<file path="config.mk">
export PLATFORM = sky130hd
export DESIGN_NAME = regfile_wr_arbiter_flat
export DESIGN_NICKNAME = d
export VERILOG_FILES = /design/src/rtl/cpu_pkg.sv /design/src/rtl/regfile_wr_arbiter_if.sv /design/src/rtl/regfile_wr_arbiter_rr_pick.sv /design/src/rtl/regfile_wr_arbiter.sv /design/src/flat_wrapper.sv
export SDC_FILE = /design/constraint.sdc
export NUM_CORES = 1
export LEC_CHECK = 0
export CAP_MARGIN = 20
export CORE_ASPECT_RATIO = 1.25
export CORE_MARGIN = 5
export CORE_UTILIZATION = 58
export DETAILED_ROUTE_END_ITERATION = 7
export DONT_BUFFER_PORTS = 1
export GPL_TIMING_DRIVEN = 0
export PLACE_DENSITY = 0.8
export SYNTH_ARGS = -nofsm -noshare
export SYNTH_HDL_FRONTEND = slang
export SYNTH_HIERARCHICAL = 1
export SYNTH_SLANG_ARGS = --single-unit
</file>
<file path="constraint.sdc">
create_clock -name clk -period 3.3 [get_ports clk]
set_input_delay 0.99 -clock clk [delete_from_list [all_inputs] [get_ports clk]]
set_output_delay 0.99 -clock clk [all_outputs]
set_load 0.03 [all_outputs]
</file>
<file path="src/rtl/cpu_pkg.sv">
// Shared CPU constants and types used by the register-file write arbiter.
package cpu_pkg;

    localparam int DATA_W = 16;
    localparam int ADDR_W = 3;

    // Register 0 reads as zero; writes to it are accepted but never enabled.
    localparam logic [ADDR_W-1:0] ZERO_REG = '0;

    typedef enum logic {
        IDLE = 1'b0,
        LOCK = 1'b1
    } arb_state_t;

endpackage

</file>
<file path="src/rtl/regfile_wr_arbiter_if.sv">
// Requester-side bus of the register-file write arbiter: packed per-requester
// valid/last/addr/data towards the arbiter and a one-hot ready back.
interface regfile_wr_arbiter_if #(
    parameter int NUM_REQ = 4
) ();
    import cpu_pkg::*;

    // A beat transfers on a rising clk edge where req_valid[i] && req_ready[i].
    // Once req_valid[i] is high, requester i holds addr/data/last until that edge.
    logic [NUM_REQ-1:0]        req_valid;
    logic [NUM_REQ-1:0]        req_last;
    logic [NUM_REQ*ADDR_W-1:0] req_addr;
    logic [NUM_REQ*DATA_W-1:0] req_data;
    logic [NUM_REQ-1:0]        req_ready;

    modport master (
        output req_valid,
        output req_last,
        output req_addr,
        output req_data,
        input  req_ready
    );

    modport slave (
        input  req_valid,
        input  req_last,
        input  req_addr,
        input  req_data,
        output req_ready
    );

endinterface

</file>
<file path="src/rtl/regfile_wr_arbiter_rr_pick.sv">
// Combinational round-robin select: first valid requester after last_gnt,
// wrapping N-1 -> 0, returned as a one-hot grant and an index.
module rr_pick #(
    parameter int N     = 4,
    parameter int IDX_W = (N > 1) ? $clog2(N) : 1
) (
    input  logic [N-1:0]     valid,
    input  logic [IDX_W-1:0] last_gnt,
    output logic [N-1:0]     grant,
    output logic [IDX_W-1:0] winner
);

    int   idx;
    logic found;

    always_comb begin
        grant  = '0;
        winner = '0;
        found  = 1'b0;
        idx    = 0;
        // Explicit wrap keeps the search in range for non-power-of-two N.
        for (int k = 1; k <= N; k++) begin
            idx = int'(last_gnt) + k;
            if (idx >= N) begin
                idx = idx - N;
            end
            if (!found && valid[idx]) begin
                found       = 1'b1;
                grant[idx]  = 1'b1;
                winner      = IDX_W'(idx);
            end
        end
    end

endmodule

</file>
<file path="src/rtl/regfile_wr_arbiter.sv">
// Round-robin arbiter sharing the register bank write port between NUM_REQ
// writeback requesters, with a short locked burst for rd/rd+1 pairs.
module regfile_wr_arbiter
    import cpu_pkg::*;
#(
    parameter int NUM_REQ   = 4,
    parameter int MAX_BURST = 2
) (
    input  logic                 clk,
    input  logic                 rst_n,
    input  logic                 stall,
    regfile_wr_arbiter_if.slave  req,
    output logic                 wr_en,
    output logic [ADDR_W-1:0]    wr_addr,
    output logic [DATA_W-1:0]    wr_data,
    output logic                 busy,
    output arb_state_t           dbg_state
);

    localparam int IDX_W = (NUM_REQ > 1) ? $clog2(NUM_REQ) : 1;
    localparam int CNT_W = (MAX_BURST > 1) ? $clog2(MAX_BURST) : 1;

    arb_state_t         state, state_n;
    logic [IDX_W-1:0]   owner, owner_n;
    logic [IDX_W-1:0]   last_gnt, last_gnt_n;
    logic [CNT_W-1:0]   beat_cnt, beat_cnt_n;

    logic [NUM_REQ-1:0] pick_grant;
    logic [IDX_W-1:0]   pick_idx;
    logic [NUM_REQ-1:0] ready;
    logic [IDX_W-1:0]   sel;
    logic               accept;

    logic [ADDR_W-1:0]  addr_a [NUM_REQ];
    logic [DATA_W-1:0]  data_a [NUM_REQ];

    for (genvar i = 0; i < NUM_REQ; i++) begin : g_unpack
        assign addr_a[i] = req.req_addr[i*ADDR_W +: ADDR_W];
        assign data_a[i] = req.req_data[i*DATA_W +: DATA_W];
    end

    rr_pick #(
        .N     (NUM_REQ),
        .IDX_W (IDX_W)
    ) u_pick (
        .valid    (req.req_valid),
        .last_gnt (last_gnt),
        .grant    (pick_grant),
        .winner   (pick_idx)
    );

    always_comb begin
        ready      = '0;
        sel        = pick_idx;
        accept     = 1'b0;
        state_n    = state;
        owner_n    = owner;
        last_gnt_n = last_gnt;
        beat_cnt_n = beat_cnt;

        if (rst_n && !stall) begin
            case (state)
                IDLE: ready = pick_grant;
                LOCK: begin
                    // Owner keeps the port through gap cycles; others wait.
                    sel          = owner;
                    ready[owner] = req.req_valid[owner];
                end
                default: ready = '0;
            endcase
        end
        accept = |ready;

        if (accept) begin
            case (state)
                IDLE: begin
                    last_gnt_n = sel;
                    if (!req.req_last[sel] && (MAX_BURST > 1)) begin
                        state_n    = LOCK;
                        owner_n    = sel;
                        beat_cnt_n = CNT_W'(1);
                    end
                end
                LOCK: begin
                    if (req.req_last[sel] || (int'(beat_cnt) + 1 >= MAX_BURST)) begin
                        state_n    = IDLE;
                        beat_cnt_n = '0;
                    end else begin
                        beat_cnt_n = beat_cnt + CNT_W'(1);
                    end
                end
                default: state_n = IDLE;
            endcase
        end
    end

    assign req.req_ready = ready;

    always_ff @(posedge clk) begin
        if (!rst_n) begin
            state    <= IDLE;
            owner    <= '0;
            last_gnt <= IDX_W'(NUM_REQ - 1);
            beat_cnt <= '0;
            wr_en    <= 1'b0;
            wr_addr  <= '0;
            wr_data  <= '0;
        end else begin
            state    <= state_n;
            owner    <= owner_n;
            last_gnt <= last_gnt_n;
            beat_cnt <= beat_cnt_n;
            wr_en    <= accept && (addr_a[sel] != ZERO_REG);
            if (accept) begin
                wr_addr <= addr_a[sel];
                wr_data <= data_a[sel];
            end
        end
    end

    assign busy      = (state == LOCK);
    assign dbg_state = state;

endmodule

</file>
<file path="src/flat_wrapper.sv">
// flat-port wrapper written by rule: the top's interface ports become plain ports
module regfile_wr_arbiter_flat import cpu_pkg::*;
#(
    parameter int NUM_REQ   = 4,
    parameter int MAX_BURST = 2
)
  (clk, rst_n, stall, wr_en, wr_addr, wr_data, busy, dbg_state, req_req_valid, req_req_last, req_req_addr, req_req_data, req_req_ready);
  regfile_wr_arbiter_if #(.NUM_REQ(NUM_REQ)) req_i ();
  input  logic clk;
  input  logic rst_n;
  input  logic stall;
  output logic wr_en;
  output logic [ADDR_W-1:0] wr_addr;
  output logic [DATA_W-1:0] wr_data;
  output logic busy;
  output arb_state_t dbg_state;
  input wire logic [$bits(req_i.req_valid)-1:0] req_req_valid;
  input wire logic [$bits(req_i.req_last)-1:0] req_req_last;
  input wire logic [$bits(req_i.req_addr)-1:0] req_req_addr;
  input wire logic [$bits(req_i.req_data)-1:0] req_req_data;
  output wire logic [$bits(req_i.req_ready)-1:0] req_req_ready;
  assign req_i.req_valid = req_req_valid;
  assign req_i.req_last = req_req_last;
  assign req_i.req_addr = req_req_addr;
  assign req_i.req_data = req_req_data;
  assign req_req_ready = req_i.req_ready;
  regfile_wr_arbiter #(.NUM_REQ(NUM_REQ), .MAX_BURST(MAX_BURST)) u_core (.clk(clk), .rst_n(rst_n), .stall(stall), .req(req_i), .wr_en(wr_en), .wr_addr(wr_addr), .wr_data(wr_data), .busy(busy), .dbg_state(dbg_state));
endmodule
</file>
* Yosys cells after proc, flatten, opt, wreduce, memory -nomap -nowiden
Cells that the tools add are included.
** Cells by class
- Mux-type cells :: 57
- Order comparisons :: 17
- Add/subtract/negate cells :: 10
- Div/mod/pow operators :: 0
- Reductions and logical operators :: 20
- Shifts and indexed selects :: 0
- Multipliers :: 0
- Bitwise gates (word level) :: 7
- Equal/unequal tests :: 1
** Operators by type and width (count)
- greater-or-equal comparator 32 x 1 -> 1 bit, second input constant :: 4
- < comparator 32 x 4 -> 1 bit, second input constant :: 4
- two-way mux 32 bit :: 4
- binary-select mux 16 bit (select 2 bit) :: 1
- greater-or-equal comparator 32 x 3 -> 1 bit, second input constant :: 1
- greater-or-equal comparator 32 x 4 -> 1 bit, second input constant :: 1
- two-way mux 16 bit :: 2
- subtractor 32 x 4 -> 32 bit, second input constant :: 1
- two-way mux 1 bit :: 22
- two-way mux 4 bit :: 5
- binary-select mux 1 bit (select 2 bit) :: 6
- two-way mux 2 bit :: 6
- bitwise OR 4 bit :: 3
- demux 1 bit (select 2 bit) :: 5
- logical AND 1 bit :: 10
- greater-or-equal comparator 3 bit, second input constant :: 3
- case mux 4 bit (2 select lines) :: 1
- subtractor 3 x 3 -> 4 bit, second input constant :: 2
- adder 2 x 2 -> 3 bit, second input constant :: 2
- binary-select mux 3 bit (select 2 bit) :: 1
- < comparator 2 x 3 -> 1 bit, second input constant :: 2
- two-way mux 3 bit :: 2
- subtractor 4 x 3 -> 5 bit, second input constant :: 1
- adder 2 x 3 -> 4 bit, second input constant :: 1
- other kinds (16) :: 22
** Word-level totals
- Latch bits :: 0
- Output and inout bits :: 26
- Bits in writable memories :: 0
- Logic and storage cells :: 119
- Input port bits :: 87
- Memories :: 0
- Register bits :: 26
- Memory bits (read-only) :: 0

* Logic depth before layout (Yosys ltp)
Gate-level depths: netlist of run 1.
- Word-level depth :: 24
- Gate-level depth with buffers :: 13
- Mapped depth without buffers :: 11

* Modules after synthesis
The synthesis of run 1 kept the hierarchy.
** By module, submodules not included
- regfile_wr_arbiter :: times used 1, cells each 215, sequential area each 520.5 um^2, area an instance 2177.1 um^2
- rr_pick :: times used 1, cells each 43, sequential area each 0.0 um^2, area an instance 442.9 um^2

* Worst setup path before layout of run 1
No wires, ideal clock.
- Path type :: register to output
- From :: register u_core.last_gnt[0]
- To :: output port req_req_ready[1]
- Slack :: -368 ps
- Buffers on the path :: 1
- Stages on the path, launching flop included :: 10
- Required time :: 2310 ps
- Arrival :: 2678 ps
- Cell sequence :: dfxtp_1 > buf_6 > inv_1 > ha_1 > mux4_2 > nor2_1 > and2_1 > a221o_1 > nand2b_1 > a21oi_1
** On the way
- Longest elaborated chain between the ends :: 18
- Elaborated cells between the ends (all ways) :: 66
- Those cells by class :: add/sub (8); order compare (12); mux (33); bitwise (3); reduce/logical (10)
** Ends and longest elaborated chain
- from (decl) :: RTL line regfile_wr_arbiter.sv:25 : logic [IDX_W-1:0] last_gnt, last_gnt_n;
- from (signal assigned) :: RTL line regfile_wr_arbiter.sv:103 : last_gnt <= IDX_W'(NUM_REQ - 1);
- from (signal assigned) :: RTL line regfile_wr_arbiter.sv:111 : last_gnt <= last_gnt_n;
- branches (longest 15 deep; another with subtractor 32 x 4 -> 32 bit)
- two-way mux 4 bit (*) :: RTL line regfile_wr_arbiter_rr_pick.sv:27 : if (!found && valid[idx]) begin
- net u_core.pick_grant[1] :: RTL line regfile_wr_arbiter.sv:28 : logic [NUM_REQ-1:0] pick_grant;
- case mux 4 bit (2 select lines) (*) :: RTL line regfile_wr_arbiter.sv:62 : case (state)
- two-way mux 4 bit (*) :: RTL line regfile_wr_arbiter.sv:61 : if (rst_n && !stall) begin
- to (decl) :: RTL line flat_wrapper.sv:21 : output wire logic [$bits(req_i.req_ready)-1:0] req_req_ready;
Mark *: on every way through the listed nets, which the timed path passes. The select of a mux whose other input is x is not followed.

* Worst setup path after layout of run 1
- From :: register u_core.last_gnt[0]
- To :: output port req_req_ready[0]
Same word-level chain as after synthesis.

==> results.txt, run 1 <==
Final HPWL DP = 5.67 mm
I/O pin cnt = 113
initial core utilization = 59.7%
mux contribution to synthesized area = 17.8%
Max-slew headroom = 60.2%
largest net degree at the start of global routing = 16
Clk pwr share = 7.4%
final worst-path cycle share = 108%
largest family of logic cells by synthesized area = compound AO/OA/AOI/OAI gates
P_int = 1800 uW
Tightest Pin Transition = 592 ps
HP Start = u_core/beat_cnt
FF-to-FF End = u_core/owner[0]
Leakage = 0.00115 uW
num rows = 27
syn nets = 353
die area = 5970 um2
register area share after synthesis = 19.9%
post-layout minimum cycle time = 3560 ps
Worst Path Required = 2310 ps
total CTS buffers = 3
critical path class = register to primary output
Seq pwr share = 22.6%
port bufs = 0
xor/xnor share of the synthesized area = 0%
clk slew on worst S/H paths = 100 ps
via count = 2359
R2R Path Start = u_core/last_gnt[0]
die span in x = 70.1 um
maximum root-to-sink buffer count = 2
Setup Skew = 7.37 ps
peak supply drop = 0.000766 V
Detailed Route WL = 7.56 mm
placed instance count = 316
routed wire length per instance = 22.4 um
Yosys reg bits = 26
most frequent cells after synthesis = 35 x nor2b_1, 26 x dfxtp_1, 23 x a221oi_1, 17 x o211ai_1, 14 x mux2i_1
logic gate share of total power = 70.0%
Setup crit end kind = primary output
YS warnings = 6
DRC = 0
Synth Cell Area = 2620 um2
clock tree sinks = 26
max_cap viols = 0
RSZ-0062 raised after global routing = true
final setup violating endpoints = 14
setup tns final = -1220 ps
Simple-Gate Fraction of Synth Area = 17.5%
final core occ = 68.8%
net switching power = 1770 uW
clk root buf = clkbuf_8
Yosys top cell area share = 19.9%
Post-Syn Instances = 258
1st-iter DRT viols = 215
Final #Nets = 376
Tot Pwr = 3560 uW
most instantiated library cell after synthesis = nor2b_1
Critical Path AT = 2570 ps
R2R cell count = 11
Finished Layout Cells = 338
layout cell share with drive strength beyond 1 = 35.0%
All-Layer GR Usage = 23.9%
Hold Path Stages = 1
status = finished with violations
Synth Area per Inst = 10.2 um2
Layout area overhead = 15.3%
vias in the first global route = 2312
asr flop ratio synth = 0%
number of synthesized flops with an enable pin = 0
Compound-Gate Fraction of Synth Area = 32.8%
ANT cells = 0
max-slew violations = 0
WHS Endpoint = u_core/beat_cnt
Setup crit start kind = register
Synth Flop Type = dfxtp_1
Final Hold Vio Count = 0
gr ovfl total = 0
hold_ws = 577 ps
initial antenna violation count = 0
HP Class = register to register
Die Ht = 85.1 um
Final ANT Viol Nets = 0
Distinct cells, synth = 53
area leader, netlist = dfxtp_1
top cells by area, synth = dfxtp_1 20%, nor2b_1 8.4%, mux4_2 7.7%
clk_lat worst skew = 270 ps
critical-path maximum fanout = 8
first-pass GRT wire length = 11.8 mm
first drt pass iteration count = 4
gp weighted congestion = 0.864
violated checks = negative setup slack
CTS tree = built
Setup WS post-layout = -264 ps
Synth Area in Adders = 3.82%
reg2reg setup slack = -60 ps
fmax = 281 MHz
core area = 4390 um2
Switching Fraction = 49.6%
DR vias/cell = 6.98
total power divided by cell area = 1180 nW/um2
H-tree lvl count = 1
[critical path: stages, from the launching register on]
cell and delay, ps:
dfxtp_4 380, clkinvlp_4 100, ha_4 280, mux4_2 640, a22o_1 280, a221o_1 300
mux2i_2 210, nor2_4 100
[cells by family after synthesis]
logic type               Yosys count
AO/OA/AOI/OAI                     93
adder cells (fa/ha/maj)            8
buffers and inverters             33
flip-flops                        26
multiplexers                      30
AND/OR/NAND/NOR                   68
[power groups by stage]
stage	logic (uW)	registers [uW]	clock network, uW
final	2500	804	263
after global routing	2670	822	281
after CTS	2300	807	267
after detailed placement	2100	826	0
after global placement	2070	821	0
after floorplan	1760	777	0
[flip-flops by register name, summed over array words and instances (netlist names)]
name and count:
u_core/beat_cnt 1, u_core/wr_addr 3, u_core/wr_en 1, u_core/last_gnt 2, u_core/owner 2, u_core/wr_data 16
u_core/busy 1
[worst max-delay path by stage]
stage	from	to	cells past startpoint
floorplan	req_req_valid[0]	req_req_ready[0]	6
global placement	u_core/last_gnt[1]	req_req_ready[0]	8
detailed placement	u_core/last_gnt[1]	u_core/wr_data[3]	11
CTS	u_core/last_gnt[0]	req_req_ready[2]	8
global route	u_core/last_gnt[0]	req_req_ready[2]	7
finish	u_core/last_gnt[0]	req_req_ready[0]	7
[timing repair]
item / in CTS / in global routing
gates cloned: 1 / 0
buffers inserted: 9 / 9
resized for setup: 10 / 11
hold buffers: 0 / 0
pin swaps: 7 / 7
setup endpoints to repair: 30 / 29
[layout make-up]
type,instances,area [um2]
multi-input cells,199,1970
fillers,361,1370
flip-flops and latches,26,528
plain buffers,29,210
repair buffers,19,150
well taps,58,72.6
clock buffers,3,41.3
clock inverters,1,30.0
inverters,3,15.0
[routing by layer]
metal	share of wire, %	GRT usage (%)	vias up	wire length [um]
met5	0	0	-	0
met3	9.8	7.82	6	743
met1	37	26.1	1158	2780
li1	-	-	1081	-
met4	0.65	4.01	0	49
met2	53	45.2	114	3990
[through the flow]
| stage | instance area [um2] | worst slack (ps) |
|---|---|---|
| finish | 3020 | -264 |
| global route | 3020 | -368 |
| CTS | 2930 | -340 |
| detailed placement | 2760 | -327 |
| global placement | 2760 | -304 |
| floorplan | 2690 | -123 |
[layout by cell type (no fill, tap or decap), types with 3 or more instances in the layout]
cell / count
dfxtp_1: 24
o21bai_1: 3
nor2b_1: 35
a221oi_1: 22
mux2_2: 3
nand2_1: 6
ha_1: 7
nand2b_1: 5
o211ai_1: 17
nor2_1: 3
a21oi_4: 3
a22o_1: 4
mux4_2: 10
buf_4: 22
clkbuf_1: 8
buf_2: 6
o31ai_2: 9
o31ai_1: 8
mux2i_1: 13
clkbuf_8: 3
a221o_1: 4
a221oi_2: 10
buf_6: 12
(Power assumes the default switching activity.)
==> run 2: changes to the inputs <==
--- a/config.mk
+++ b/config.mk
@@ -8,11 +8,11 @@
 export CAP_MARGIN = 20
 export CORE_ASPECT_RATIO = 1.25
 export CORE_MARGIN = 5
-export CORE_UTILIZATION = 58
+export CORE_UTILIZATION = 30
 export DETAILED_ROUTE_END_ITERATION = 7
 export DONT_BUFFER_PORTS = 1
 export GPL_TIMING_DRIVEN = 0
-export PLACE_DENSITY = 0.8
+export PLACE_DENSITY = 0.49
 export SYNTH_ARGS = -nofsm -noshare
 export SYNTH_HDL_FRONTEND = slang
 export SYNTH_HIERARCHICAL = 1
==> results.txt, run 2 (synthesized netlist as in run 1, its figures left out) <==
max-slew violations = 0 (unchanged)
Buf/Inv on CP = 2 (+1)
critical path class = register to primary output
placed instance count = 378 (+20%)
Tot Pwr = 3550 uW (-0.26%)
max FFs per register = 16 (unchanged)
Die Ht = 114 um (+34%)
port bufs = 0 (unchanged)
die span in x = 93.6 um (+33%)
violated checks = negative setup slack
clock tree sinks = 26 (unchanged)
Final Hold Vio Count = 0 (unchanged)
via count = 2337 (-0.93%)
Final HPWL DP = 6.62 mm (+17%)
RSZ-0062 raised after global routing = true
Tightest Pin Transition = 616 ps (+23.8 ps)
leading cell type in the layout, fill and taps excluded = nor2b_1
max_cap viols = 0 (unchanged)
Critical Path AT = 2600 ps (+30 ps)
largest net degree at the start of global routing = 14 (-2)
Reg with most FFs = u_core/wr_data
1st-iter DRT viols = 66 (-69%)
slowest CP cell = mux4_2
status = finished with violations
Final #Nets = 377 (+0.27%)
peak supply drop = 0.000507 V (-34%)
Setup crit start kind = register
I/O pin cnt = 113 (unchanged)
final setup violating endpoints = 30 (+16)
Setup crit end kind = primary output
clk_lat worst skew = 270 ps (about the same)
maximum root-to-sink buffer count = 2 (unchanged)
layout cell share with drive strength beyond 1 = 34.3% (-0.71 points)
Finished Layout Cells = 400 (+18%)
All-Layer GR Usage = 15.3% (-8.6 points)
placed cell areas = 2840 um2 (+2.8%)
Fillers = 878 (+140%)
clk slew on worst S/H paths = 90 ps (about the same)
die area = 10700 um2 (+79%)
DRC = 0 (unchanged)
commonest cells after routing, fill and taps aside = 35 x nor2b_1, 24 x dfxtp_1, 23 x a221oi_1
ANT cells = 0 (unchanged)
Cell Chain, Critical Path = clkinvlp_4 -> ha_4 -> mux4_2 -> buf_4 -> a22o_1 -> a221o_1 -> nand2b_1 -> a21oi_4
initial core utilization = 30.4% (-29 points)
Setup WS post-layout = -291 ps (-27.6 ps)
num rows = 38 (+41%)
final std cell area, no fill = 3080 um2 (+1.9%)
critical-path maximum fanout = 7 (-1)
total CTS buffers = 3 (unchanged)
first-pass GRT wire length = 12.9 mm (+9.9%)
routed wire length per instance = 21.5 um (-4.0%)
vias in the first global route = 2383 (+3.1%)
final core occ = 35.8% (-33 points)
DR vias/cell = 5.84 (-16%)
gr ovfl total = 0 (unchanged)
Top Registers = u_core/wr_data: 16 flops, u_core/wr_addr: 3 flops
Max stage delay on crit path = 630 ps (about the same)
core area = 8610 um2 (+96%)
HP Class = register to register
total power divided by cell area = 1150 nW/um2 (-2.2%)
Detailed Route WL = 8.58 mm (+14%)
Setup Skew = 5.14 ps (-2.23 ps)
Layout area overhead = 17.5%
final worst-path cycle share = 109% (+0.84 points)
Leakage = 0.00114 uW (-0.56%)
Final ANT Viol Nets = 0 (unchanged)
CP top delay family = multiplexers
Max-slew headroom = 59.0% (-1.2 points)
clk root buf = clkbuf_8
CTS tree = built
Worst Path Required = 2310 ps (about the same)
fmax = 278 MHz (-0.77%)
H-tree lvl count = 1 (unchanged)
post-layout minimum cycle time = 3590 ps (+27.6 ps)
first drt pass iteration count = 5 (+1)
gp weighted congestion = 0.751 (-13%)
initial antenna violation count = 0 (unchanged)
hold_ws = 575 ps (-1.62 ps)
==> run 2: repair_timing <==
action,in CTS,in global routing
setup buffers,14,5
endpoints found under the setup margin,30,30
pin swaps,6,5
gates cloned,1,0
hold buffers,0,0
resized for setup,10,7
==> run 2: through the flow <==
step | worst slack, ps | TNS (ps)
5_1_grt | -394 | -10340
6_report | -291 | -6970
3_3_place_gp | -382 | -9480
2_1_floorplan | -123 | -793
4_1_cts | -377 | -8120
3_5_place_dp | -369 | -9290
==> run 2: cell type report <==
cell class / count / area (um2) / share of cell area [%]
multi-input combinational: 199 / 1960 / 63.6
inverter: 3 / 15.0 / 0.488
tap: 120 / 150 / 4.88
sequential: 26 / 528 / 17.1
timing repair buffer: 20 / 166 / 5.40
buffer: 29 / 219 / 7.11
clock buffer: 3 / 41.3 / 1.34
==> run 2: worst register-to-register path, stage by stage (launching register included) <==
cell and delay, ps:
dfxtp_4 370, clkinvlp_4 100, ha_4 280, mux4_2 630, buf_4 190, a22o_1 230
a221o_1 280, buf_4 150, or4_1 510, mux2i_2 250, buf_6 180, buf_4 140
o211ai_1 90, o31ai_2 90
==> run 2: report_power, final <==
group          internal [uW]  switching, uW  total, uW
clock                   81.9            103        185
sequential               457            356        813
combinational           1210           1350       2560
==> run 2: final timing paths <==
| kind | cells after the start | end | startpoint | slack (ps) |
|---|---|---|---|---|
| max reg2reg | 13 | u_core/wr_data[7] | u_core/last_gnt[0] | -270 |
| min | 1 | u_core/beat_cnt | u_core/beat_cnt | 570 |
| min reg2reg | 1 | u_core/beat_cnt | u_core/beat_cnt | 570 |
| max | 8 | req_req_ready[2] | u_core/last_gnt[0] | -290 |
==> run 2: layer usage <==
| metal | GRT usage, % | routed length [um] | up-vias | part of all wire, % |
|---|---|---|---|---|
| met4 | 2.50 | 37 | 0 | 0.43 |
| met3 | 4.80 | 718 | 4 | 8.4 |
| li1 | - | - | 1084 | - |
| met5 | 0 | 0 | - | 0 |
| met1 | 16.9 | 3240 | 1170 | 38 |
| met2 | 28.8 | 4590 | 79 | 53 |
